File: src/rtl/updi_pkg.sv
// -----------------------------------------------------------------------------
// updi_pkg
// Shared UPDI definitions: UART frame constants, the 12-bit frame type, the
// frame-writer state encoding and the frame/parity helper functions. The frame
// builder is shared with the receive-side decoder.
// -----------------------------------------------------------------------------
package updi_pkg;

  localparam logic       UPDI_START = 1'b0;
  localparam logic [1:0] UPDI_STOP  = 2'b11;
  localparam int         FRAME_W    = 12;

  // Line order: bit 0 is transmitted first.
  typedef logic [FRAME_W-1:0] updi_frame_t;

  typedef enum logic [1:0] {
    FILL    = 2'd0,
    WRITE   = 2'd1,
    TX_REQ  = 2'd2,
    TX_WAIT = 2'd3
  } fw_state_t;

  // Parity bit over the data byte; odd = 1'b1 flips even parity to odd.
  function automatic logic updi_parity(input logic [7:0] data, input logic odd);
    return (^data) ^ odd;
  endfunction

  // {stop[1:0], parity, data[7:0] LSB-first, start}
  function automatic updi_frame_t updi_make_frame(input logic [7:0] data, input logic odd);
    return {UPDI_STOP, updi_parity(data, odd), data, UPDI_START};
  endfunction

endpackage

File: src/rtl/updi_frame_writer.sv
// -----------------------------------------------------------------------------
// updi_frame_writer
// Takes command bytes from CG_FSM, wraps each into a 12-bit UPDI UART frame and
// stores the frames at consecutive BUFF_MEM addresses. At the end of a command
// (i_last) or when the buffer is full, hands the memory port to PHY, pulses
// o_ten with the frame count on o_len, and waits for i_tend before accepting
// further bytes.
//
// Ports:
//   i_clk, i_rstn            clock, synchronous active-low reset
//   i_data/i_valid/i_last    byte stream from CG_FSM (handshake with o_ready)
//   o_ready                  byte can be accepted this cycle
//   o_csb0/o_web0            BUFF_MEM chip select / write enable, active low
//   o_addr0/o_din0           BUFF_MEM address and frame word
//   o_mem_own                1 = this block drives BUFF_MEM, 0 = PHY does
//   o_ten/o_len              transmit-enable pulse and frame count to PHY
//   i_tend                   end-of-transmission pulse from PHY
//   o_busy                   high whenever not in FILL
// -----------------------------------------------------------------------------
module updi_frame_writer
  import updi_pkg::*;
#(
  parameter int ADDR_W     = 7,
  parameter int DEPTH      = 128,
  parameter int PARITY_ODD = 0
) (
  input  logic              i_clk,
  input  logic              i_rstn,
  input  logic [7:0]        i_data,
  input  logic              i_valid,
  input  logic              i_last,
  output logic              o_ready,
  output logic              o_csb0,
  output logic              o_web0,
  output logic [ADDR_W-1:0] o_addr0,
  output logic [11:0]       o_din0,
  output logic              o_mem_own,
  output logic              o_ten,
  output logic [ADDR_W:0]   o_len,
  input  logic              i_tend,
  output logic              o_busy
);

  localparam logic [ADDR_W:0] DEPTH_C = (ADDR_W + 1)'(DEPTH);
  localparam logic            ODD_C   = (PARITY_ODD != 0) ? 1'b1 : 1'b0;

  fw_state_t         r_state;
  fw_state_t         w_state_nxt;

  // Write pointer is one bit wider than the address so a full buffer
  // (DEPTH == 2**ADDR_W) can be expressed as a count.
  logic [ADDR_W:0]   r_wptr;
  logic              r_last_q;
  logic              r_ready;
  logic              r_csb0;
  logic              r_web0;
  logic [ADDR_W-1:0] r_addr0;
  updi_frame_t       r_din0;
  logic              r_mem_own;
  logic              r_ten;
  logic [ADDR_W:0]   r_len;
  logic              r_busy;

  logic [ADDR_W:0]   w_wptr_nxt;
  logic              w_last_q_nxt;
  logic              w_ready_nxt;
  logic              w_csb0_nxt;
  logic              w_web0_nxt;
  logic [ADDR_W-1:0] w_addr0_nxt;
  updi_frame_t       w_din0_nxt;
  logic              w_mem_own_nxt;
  logic              w_ten_nxt;
  logic [ADDR_W:0]   w_len_nxt;
  logic              w_busy_nxt;

  logic              w_accept;
  logic [ADDR_W:0]   w_wptr_inc;
  logic              w_flush;

  assign w_accept   = (r_state == FILL) && r_ready && i_valid;
  assign w_wptr_inc = r_wptr + {{ADDR_W{1'b0}}, 1'b1};
  // A full buffer forces a flush even without i_last; both together flush once.
  assign w_flush    = r_last_q || (w_wptr_inc == DEPTH_C);

  // State register and all registered outputs.
  always_ff @(posedge i_clk) begin
    if (!i_rstn) begin
      r_state   <= FILL;
      r_wptr    <= {(ADDR_W + 1){1'b0}};
      r_last_q  <= 1'b0;
      r_ready   <= 1'b0;
      r_csb0    <= 1'b1;
      r_web0    <= 1'b1;
      r_addr0   <= {ADDR_W{1'b0}};
      r_din0    <= {FRAME_W{1'b0}};
      r_mem_own <= 1'b1;
      r_ten     <= 1'b0;
      r_len     <= {(ADDR_W + 1){1'b0}};
      r_busy    <= 1'b1;
    end else begin
      r_state   <= w_state_nxt;
      r_wptr    <= w_wptr_nxt;
      r_last_q  <= w_last_q_nxt;
      r_ready   <= w_ready_nxt;
      r_csb0    <= w_csb0_nxt;
      r_web0    <= w_web0_nxt;
      r_addr0   <= w_addr0_nxt;
      r_din0    <= w_din0_nxt;
      r_mem_own <= w_mem_own_nxt;
      r_ten     <= w_ten_nxt;
      r_len     <= w_len_nxt;
      r_busy    <= w_busy_nxt;
    end
  end

  // Next-state decode.
  always_comb begin
    w_state_nxt = r_state;
    case (r_state)
      FILL: begin
        if (w_accept) begin
          w_state_nxt = WRITE;
        end else begin
          w_state_nxt = FILL;
        end
      end
      WRITE: begin
        if (w_flush) begin
          w_state_nxt = TX_REQ;
        end else begin
          w_state_nxt = FILL;
        end
      end
      TX_REQ: begin
        w_state_nxt = TX_WAIT;
      end
      TX_WAIT: begin
        if (i_tend) begin
          w_state_nxt = FILL;
        end else begin
          w_state_nxt = TX_WAIT;
        end
      end
      default: begin
        w_state_nxt = FILL;
      end
    endcase
  end

  // Next values of the registered outputs and datapath registers.
  always_comb begin
    w_wptr_nxt    = r_wptr;
    w_last_q_nxt  = r_last_q;
    w_ready_nxt   = 1'b0;
    w_csb0_nxt    = 1'b1;
    w_web0_nxt    = 1'b1;
    w_addr0_nxt   = r_addr0;
    w_din0_nxt    = r_din0;
    w_mem_own_nxt = r_mem_own;
    w_ten_nxt     = 1'b0;
    w_len_nxt     = r_len;
    w_busy_nxt    = (w_state_nxt != FILL);
    case (r_state)
      FILL: begin
        if (w_accept) begin
          w_din0_nxt   = updi_make_frame(i_data, ODD_C);
          w_addr0_nxt  = r_wptr[ADDR_W-1:0];
          w_csb0_nxt   = 1'b0;
          w_web0_nxt   = 1'b0;
          w_last_q_nxt = i_last;
          w_ready_nxt  = 1'b0;
        end else begin
          // Also covers the first cycle after reset release.
          w_ready_nxt  = 1'b1;
        end
      end
      WRITE: begin
        w_wptr_nxt = w_wptr_inc;
        if (w_flush) begin
          w_len_nxt   = w_wptr_inc;
          w_ready_nxt = 1'b0;
        end else begin
          w_ready_nxt = 1'b1;
        end
      end
      TX_REQ: begin
        // Memory port goes to PHY together with the enable pulse; o_csb0 is
        // already high here, so it is never low while PHY owns the port.
        w_mem_own_nxt = 1'b0;
        w_ten_nxt     = 1'b1;
      end
      TX_WAIT: begin
        if (i_tend) begin
          w_wptr_nxt    = {(ADDR_W + 1){1'b0}};
          w_mem_own_nxt = 1'b1;
          w_len_nxt     = {(ADDR_W + 1){1'b0}};
          w_ready_nxt   = 1'b1;
        end else begin
          w_ready_nxt   = 1'b0;
        end
      end
      default: begin
        w_ready_nxt = 1'b0;
      end
    endcase
  end

  assign o_ready   = r_ready;
  assign o_csb0    = r_csb0;
  assign o_web0    = r_web0;
  assign o_addr0   = r_addr0;
  assign o_din0    = r_din0;
  assign o_mem_own = r_mem_own;
  assign o_ten     = r_ten;
  assign o_len     = r_len;
  assign o_busy    = r_busy;

endmodule

File: config.mk
export PLATFORM = sky130hd
export DESIGN_NAME = updi_frame_writer
export DESIGN_NICKNAME = d
export VERILOG_FILES = /design/src/rtl/updi_pkg.sv /design/src/rtl/updi_frame_writer.sv
export SDC_FILE = /design/constraint.sdc
export NUM_CORES = 1
export LEC_CHECK = 0
export BUFFER_PORTS_ARGS = -buffer_cell sky130_fd_sc_hd__buf_4
export CAP_MARGIN = 20
export CORE_ASPECT_RATIO = 1.1
export CORE_UTILIZATION = 43
export CTS_CLUSTER_SIZE = 12
export DETAILED_ROUTE_END_ITERATION = 16
export MAX_ROUTING_LAYER = met4
export PLACE_DENSITY = 0.67
export SYNTH_ARGS = -nofsm -noshare
export SYNTH_HDL_FRONTEND = slang
export SYNTH_SLANG_ARGS = --single-unit
File: constraint.sdc
create_clock -name i_clk -period 2.28 [get_ports i_clk]
set_input_delay 0.57 -clock i_clk [delete_from_list [all_inputs] [get_ports i_clk]]
set_output_delay 0.57 -clock i_clk [all_outputs]
set_load 0.02 [all_outputs]
# == Word-level counts from Yosys, hierarchy flattened ==
# Cells that the tools add are included.
# Widths: inputs -> output; s select.
# totals
register_bits,41
input_bits,13
word_cells,46
# classes
n_addsub,1
eq_ne,6
muxes,15
n_reduce_logical,13
# op_table
cell,count
$pmux 8 s2,2
$mux 8,2
$add 8x1->8 const B,1
$eq 8x8->1 const B,1
$pmux 2 s4,1
$reduce_and 2->1,4
$reduce_xor 8->1,1
$mux 1,6
$reduce_bool 2->1,3
$eq 2x2->1 const B,2
$mux 2,2
$ne 2x2->1 const B,2
$pmux 1 s3,1
$reduce_and 3->1,1
$eq 2x1->1 const B,1
$logic_and 1x1->1,2
$logic_not 2->1,1
$pmux 1 s2,1
$logic_or 1x1->1,1

# == Logic depth before layout (Yosys ltp) ==
# Gate-level depths: netlist (run 1).
# logic_depth
ltp_word,6
ltp_mapped,7
ltp_nobuf,6

# == Least setup slack after synthesis (run 1) ==
# No wires, ideal clock.
# synth_path
path_type,register to register
start,register r_wptr[6]
end,"register r_ready, in the netlist o_ready"
setup_time_ps,122
arrival_time_ps,1458
t_required_ps,2158
slack_ps,700
path_stages_with_launch,7
cell_sequence,dfxtp_1 > buf_6 > a2111oi_0 > a21oi_1 > a211oi_2 > nor3_1 > o311a_1
# synth_via
elab_chain_cells,5
# synth_lines
item,line_no,text
"start, declared",updi_frame_writer.sv:52,logic [ADDR_W:0] r_wptr;
"start signal, assigned",updi_frame_writer.sv:89,r_wptr <= {(ADDR_W + 1){1'b0}};
"start signal, assigned",updi_frame_writer.sv:102,r_wptr <= w_wptr_nxt;
$add 8x1->8,updi_frame_writer.sv:81,"assign w_wptr_inc = r_wptr + {{ADDR_W{1'b0}}, 1'b1};"
$eq 8x8->1,updi_frame_writer.sv:83,assign w_flush = r_last_q || (w_wptr_inc == DEPTH_C);
$logic_or 1x1->1,updi_frame_writer.sv:83,
$mux 1,updi_frame_writer.sv:179,if (w_flush) begin
$pmux 1 s3,updi_frame_writer.sv:163,case (r_state)
"end signal, assigned",updi_frame_writer.sv:104,r_ready <= w_ready_nxt;
"end, declared",updi_frame_writer.sv:54,logic r_ready;
# Every way passes these cells.
# A chain may end at the register's enable or synchronous reset.

# == Worst setup path after layout (run 1) ==
# layout_path
start,register r_wptr[3]
end,"register r_len[3], in the netlist o_len[3]"
# layout_via
elab_chain_cells,5
word_cells_on_any_way,7
classes_between,add/sub (1); eq/ne (2); mux (2); reduce/logical (2)
# layout_lines
item,line_no,text
$add 8x1->8 (*),updi_frame_writer.sv:81,
$eq 8x8->1,updi_frame_writer.sv:83,
$logic_or 1x1->1,updi_frame_writer.sv:83,
$ne 2x2->1 (no line),-,
$reduce_and 3->1 (no line),-,
"end signal, assigned",updi_frame_writer.sv:98,r_len <= {(ADDR_W + 1){1'b0}};
"end signal, assigned",updi_frame_writer.sv:111,r_len <= w_len_nxt;
"end, declared",updi_frame_writer.sv:61,logic [ADDR_W:0] r_len;
# Mark *: on every way between the ends. The rest lies on a longest branch, timed or not. The select of a mux whose other input is x is not followed.

==> results of run 1 <==
-- metal layers --
metal / global-route usage (%) / vias up / share of wire [%]
met4: 10.9 / 0 / 2.6
met2: 28.8 / 36 / 46
li1: - / 822 / -
met1: 25.4 / 706 / 47
met3: 4.74 / 8 / 5.0
met5: - / - / 0
-- final timing paths --
check                    startpoint                     to  slack (ns)
max reg2reg  r_wptr[3]$_SDFFE_PN0P_  o_len[3]$_SDFFE_PN0P_        0.34
min reg2reg   o_len[5]$_SDFFE_PN0P_  o_len[5]$_SDFFE_PN0P_        0.46
min           o_len[5]$_SDFFE_PN0P_  o_len[5]$_SDFFE_PN0P_        0.46
max          r_wptr[3]$_SDFFE_PN0P_  o_len[3]$_SDFFE_PN0P_        0.34
-- cells in the mapped netlist, types with 2 or more instances --
library cell / number
a21oi_1: 28
a2bb2oi_1: 2
buf_2: 4
buf_4: 4
clkbuf_1: 9
dfxtp_1: 41
inv_1: 6
mux2i_1: 5
nand2_1: 54
nand2b_1: 2
nand3_1: 6
nand4_1: 2
nor2_1: 11
nor3_1: 5
nor4_1: 2
o21ai_0: 4
o21ai_1: 2
o22ai_1: 3
xnor2_1: 12
xor2_1: 2
-- power groups by stage --
| stage | combinational (mW) | clock (mW) | sequential, mW |
|---|---|---|---|
| 2_1_floorplan | 0.119 | 0 | 0.792 |
| 3_3_place_gp | 0.190 | 0 | 0.787 |
| 3_5_place_dp | 0.190 | 0 | 0.788 |
| 4_1_cts | 0.191 | 0.570 | 0.772 |
| 5_1_grt | 0.208 | 0.604 | 0.777 |
| 6_report | 0.189 | 0.559 | 0.772 |
-- cell families after synthesis --
family,after synthesis,share of synthesized area (%)
flip-flops,41,45.3
other,1,0.207
XOR/XNOR,14,6.77
AO/OA/AOI/OAI,49,16.1
adder cells (fa/ha/maj),1,0.691
buffers and inverters,25,6.70
multiplexers,5,2.76
AND/OR/NAND/NOR,89,21.4
-- cell type report --
type | instances | area [um2] | share of cell area, %
Multi-Input combinational cell | 159 | 868 | 38.7
Sequential cell | 41 | 821 | 36.6
Timing Repair Buffer | 48 | 360 | 16.1
Clock buffer | 5 | 68.8 | 3.07
Tap cell | 52 | 65.1 | 2.90
Clock inverter | 2 | 35.0 | 1.56
Inverter | 6 | 22.5 | 1.01
-- worst max-delay path: stages (launching register included) --
cell	delay, ns
dfxtp_1	0.50
and4_1	0.28
nand4_1	0.12
a211oi_2	0.35
o31a_1	0.39
mux2i_1	0.23
-- through the flow --
stage               instance area (um2)  utilization, %  total power [mW]
global route                       2240            56.1              1.59
floorplan                          1810               -             0.911
global placement                   2140            53.5             0.977
CTS                                2240            56.1              1.53
finish                             2240            56.1              1.52
detailed placement                 2140            53.5             0.979
-- sequential cells by signal, indices dropped and copies added (netlist names) --
signal	count
o_addr0	7
o_busy	1
o_din0	10
o_len	8
o_mem_own	1
o_ready	1
o_ten	1
o_web0	1
r_last_q	1
r_state	2
r_wptr	8
==> summary.md, run 1 <==
| Metric | Value |
|---|---|
| Worst-Skew Late Latency | about 0.29 ns |
| Mapped Cells | 225 |
| Drt pass-1 iters | 4 |
| Psw | 0.374 mW |
| Switching portion of total power | approximately a quarter |
| Final Hold Vio Count | 0 |
| Leading cell types in the layout, fill and taps excluded | nand2_1 (54), buf_4 (48), dfxtp_1 (41), a21oi_1 (28), xnor2_1 (12) |
| Post-detail-place hpwl | ~2.7 mm |
| Die Y-Extent | around 70 um |
| Endpoints failing setup | 0 |
| Skew final | roughly 0.0095 ns |
| Crit-path max FO | 10 |
| Final Slew Violations | 0 |
| # IOs | 46 |
| Comb pwr share | 12.5% |
| DRC Markers | 0 |
| Clock Path Buffers | 2 |
| Top FF cell, synth | dfxtp_1 |
| # clock sinks | about 40 |
| Worst R2R Path Depth | 5 |
| Initial drt markers | 91 |
| Final worst path period share | roughly 85% |
| Worst setup EP type | flip-flop |
| Antenna fix cells | 0 |
| Post-synthesis register bit count | between 40 and 50 |
| Flop pwr share | a little over 50% |
| Clk network pwr share | a little under two fifths |
| Total CTS buffers | 5 |
| CTS root buffer | clkbuf_8 |
| Post-synth top area cell | dfxtp_1 |
| Core area | ~4000 um2 |
| Worst Max-Slew Pin Slew | about 0.6 ns |
| Warnings, synthesis | 0 |
| Worst rel slew slack | roughly three fifths |
| # rows | 24 |
| Vias | between 1.5k and 2k |
| Max_cap viols | 0 |
| H-tree Lvls | 2 |
| Hold buffer count at cts | 0 |
| Leading cell type in the layout, fill and taps excluded | nand2_1 |
| Layout Nets | 275 |
| Worst slack, placed | roughly 0.35 ns |
| Chip width | 63.9 um |
| Largest net degree at the start of global routing | 29 |
| Non-Filler Instances | between 300 and 400 |
| Min-Delay Path Depth | 2 |
| Synth-to-Final Area Change | 23.8% |
| Clk slew on worst S/H paths | around 0.070 ns |
| Pint | between 1 and 1.5 mW |
| Setup Fix Bufs, Post-CTS | 0 |
| Fmax | between 500 and 600 MHz |
| Final worst slack | roughly 0.34 ns |
| First-pass GRT wire length | around 6.6 mm |
| Worst hold slack | ~0.46 ns |
| Syn Nets | about 240 |
| Gr ovfl total | 0 |
| Placed Cells | between 300 and 400 |
| GRT Total Usage | between 10% and 20% |
| CP Data Required Time | around 2.5 ns |
| Fraction of registers with async set/reset | 0% |
| Yosys top cell area share | about 45% |
| Leakage power | 0.869 nW |
| Arrival @ worst endpoint | around 2.2 ns |
| Synth unique cells | 41 |
| Synthesized area | between 1500 and 2000 um2 |
| EDFF count, synth | 0 |
| Unrepaired setup endpoints after global routing | no |
| Via-per-instance ratio | 5.02 |
| Main area contributors after synthesis | dfxtp_1 (45%), nand2_1 (11%), a21oi_1 (7.7%) |
| Crit Path Class | flip-flop to flip-flop |
| Die area | between 4000 and 5000 um2 |
| CTS tree | done |
| PwrDens | 678 nW/um2 |
| CTS resizes | 0 |
| WL/cell | ~12 um |
| Initial core utilization | around 45% |
| Fill count | slightly below 400 |
| Vias in the first global route | about 1.4k |
| Seq/Total Area, Yosys | approximately 45% |
| Status | finished, final reports clean |
| Worst Hold Class | flip-flop to flip-flop |
| WL final | 3.85 mm |
| Routed Antenna Nets | 0 |
| PortBufs | 44 |
| Syn avg cell area | 8.05 um2 |
| Setup TNS | 0 ns |
| Critical path launch point type | flip-flop |
| GPL Wtd Cong | around 0.84 |
| VDD IR max | around 0.37 mV |
| Fraction of layout cells with a size suffix above 1 | a little over a fifth |
| Tmin final | 1.94 ns |
| Antenna violations before repair | 0 |
No activity file was read; power rests on OpenSTA's default activity.
==> inputs of run 2 (changes only) <==
==> constraint.sdc (replaced) <==
create_clock -name i_clk -period 2.28 [get_ports i_clk]
set_input_delay 0.114 -clock i_clk [delete_from_list [all_inputs] [get_ports i_clk]]
set_output_delay 0.114 -clock i_clk [all_outputs]
set_load 0.02 [all_outputs]
==> run 2 against run 1 <==
Net effect: flip-flop and latch count unchanged; power decreased by 3.1%; first-iteration DRC count decreased by 9.9%; global-route usage decreased by 0.23 points; worst setup slack got worse by 0.013 ns; sequential power about the same; final area decreased by 0.45%; critical path type unchanged; hold slack got worse by 0.39 ns; die area unchanged; non-clock buffer count decreased by 1.
==> summary.md, run 2 (synthesized netlist as in run 1, its figures left out) <==
| Metric | Value |
|---|---|
| VDD IR max | 0.433 mV |
| Layout Nets | approximately 270 |
| First-pass GRT wire length | 6.69 mm |
| Crit Path Class | flip-flop to flip-flop |
| Final Cell Area | 2230 um2 |
| Worst rel slew slack | between 60% and 70% |
| Endpoints failing setup | 0 |
| Worst-Skew Late Latency | about 0.29 ns |
| Initial core utilization | between 40% and 50% |
| Setup TNS | 0 ns |
| # clock sinks | 41 |
| Die area | 4470 um2 |
| Slowest stage delay, CP | 0.50 ns |
| Vias in the first global route | around 1.5k |
| Seq. cell area | 821 um2 |
| Leakage power | around 0.86 nW |
| Status | finished, final reports clean |
| Antenna violations before repair | 0 |
| Final Slew Violations | 0 |
| Skew final | 0.00525 ns |
| Arrival @ worst endpoint | between 2 and 2.5 ns |
| PortBufs | 44 |
| DRC Markers | 0 |
| Leading cell types in the layout, fill and taps excluded | nand2_1 (54), buf_4 (47), dfxtp_1 (41), a21oi_1 (28), xnor2_1 (12) |
| Dpl cell area | 2130 um2 |
| Post-detail-place hpwl | 2.71 mm |
| WL final | 3.86 mm |
| Chip width | between 60 and 70 um |
| Comb pwr share | 12.8% |
| Critical path launch point type | flip-flop |
| Die Y-Extent | 70.1 um |
| Leading cell type in the layout, fill and taps excluded | nand2_1 |
| Initial drt markers | 82 |
| Routed Antenna Nets | 0 |
| Max_cap viols | 0 |
| Psw | between 0.3 and 0.4 mW |
| Fraction of layout cells with a size suffix above 1 | 21.8% |
| Worst setup EP type | flip-flop |
| Final core utilization | 55.9% |
| Worst hold slack | roughly 0.071 ns |
| Multi-input logic area | between 800 and 900 um2 |
| Drt pass-1 iters | 4 |
| Setup Fix Bufs, Post-CTS | 0 |
| Pint | 1.10 mW |
| Total CTS buffers | 5 |
| Clk network pwr share | around a third |
| Clock Path Buffers | 2 |
| Worst path slowest cell | dfxtp_1 |
| # rows | 24 |
| Max reg flops | 10 |
| CTS resizes | 0 |
| Synth-to-Final Area Change | 23.2% |
| Gr ovfl total | 0 |
| Fmax | a little over 500 MHz |
| PwrDens | approximately 660 nW/um2 |
| Unrepaired setup endpoints after global routing | no |
| CTS root buffer | clkbuf_8 |
| Worst Hold Class | input port to flip-flop |
| Switching portion of total power | approximately a quarter |
| Clk slew on worst S/H paths | 0.08 ns |
| Hold buffer count at cts | 0 |
| Worst Max-Slew Pin Slew | between 0.5 and 0.6 ns |
| WL/cell | around 12 um |
| CTS tree | done |
| Via-per-instance ratio | slightly above 5 |
| Final worst slack | roughly 0.32 ns |
| GPL Wtd Cong | between 0.8 and 0.9 |
| GRT Total Usage | between 10% and 20% |
| Tmin final | approximately 2 ns |
| Crit-path max FO | 10 |
| Core area | roughly 4000 um2 |
| Final Hold Vio Count | 0 |
| CP Data Required Time | around 2.5 ns |
| Final worst path period share | between 80 and 90% |
| Largest net degree at the start of global routing | 29 |
| Worst slack, placed | ~0.36 ns |
| Fill count | 410 |
| Vias | about 1.6k |
| Flop pwr share | roughly 52% |
| # IOs | between 40 and 50 |
| Antenna fix cells | 0 |
| CP Cell Sequence | and4_1 -> nand4_1 -> a211oi_2 -> o31a_1 -> mux2i_1 |
| H-tree Lvls | 2 |
-- run 2: worst max-delay path: cells and delay by family, from the launching register on --
family / cells / cell delay, ns
AND/OR/NAND/NOR: 2 / 0.41
flip-flops: 1 / 0.50
AO/OA/AOI/OAI: 2 / 0.73
multiplexers: 1 / 0.25
-- run 2: final timing paths --
| check | from | end | slack, ns | cells after the start |
|---|---|---|---|---|
| hold reg to reg | o_din0[7]$_SDFFE_PN0P_ | o_din0[7]$_SDFFE_PN0P_ | 0.45 | 2 |
| hold / removal | i_last | r_last_q$_SDFFE_PN0P_ | 0.07 | 3 |
| setup / recovery | r_wptr[3]$_SDFFE_PN0P_ | o_len[7]$_SDFFE_PN0P_ | 0.32 | 5 |
| setup reg to reg | r_wptr[3]$_SDFFE_PN0P_ | o_len[7]$_SDFFE_PN0P_ | 0.32 | 5 |
-- run 2: per-stage QoR --
stage	total power, mW	std cells
after global routing	1.55	313
final	1.47	313
after global placement	0.976	305
after detailed placement	0.977	305
after floorplan	0.911	225
after CTS	1.49	313
-- run 2: final cells by class --
| type | instances | share of cell area, % |
|---|---|---|
| Multi-Input combinational cell | 159 | 38.9 |
| Tap cell | 52 | 2.92 |
| Clock buffer | 7 | 4.32 |
| Timing Repair Buffer | 47 | 15.8 |
| Sequential cell | 41 | 36.8 |
| Clock inverter | 1 | 0.224 |
| Inverter | 6 | 1.01 |
-- run 2: routing by layer --
metal / wire length (um) / global-route usage, %
met3: 154 / 4.90
met2: 1770 / 30.4
met1: 1890 / 25.5
met5: 0 / -
met4: 44 / 5.30
-- run 2: power by group through the flow --
stage	clock network [mW]	logic, mW	registers [mW]
after global routing	0.568	0.209	0.777
after floorplan	0	0.119	0.792
after global placement	0	0.189	0.787
final	0.513	0.188	0.772
after detailed placement	0	0.188	0.788
after CTS	0.530	0.190	0.771
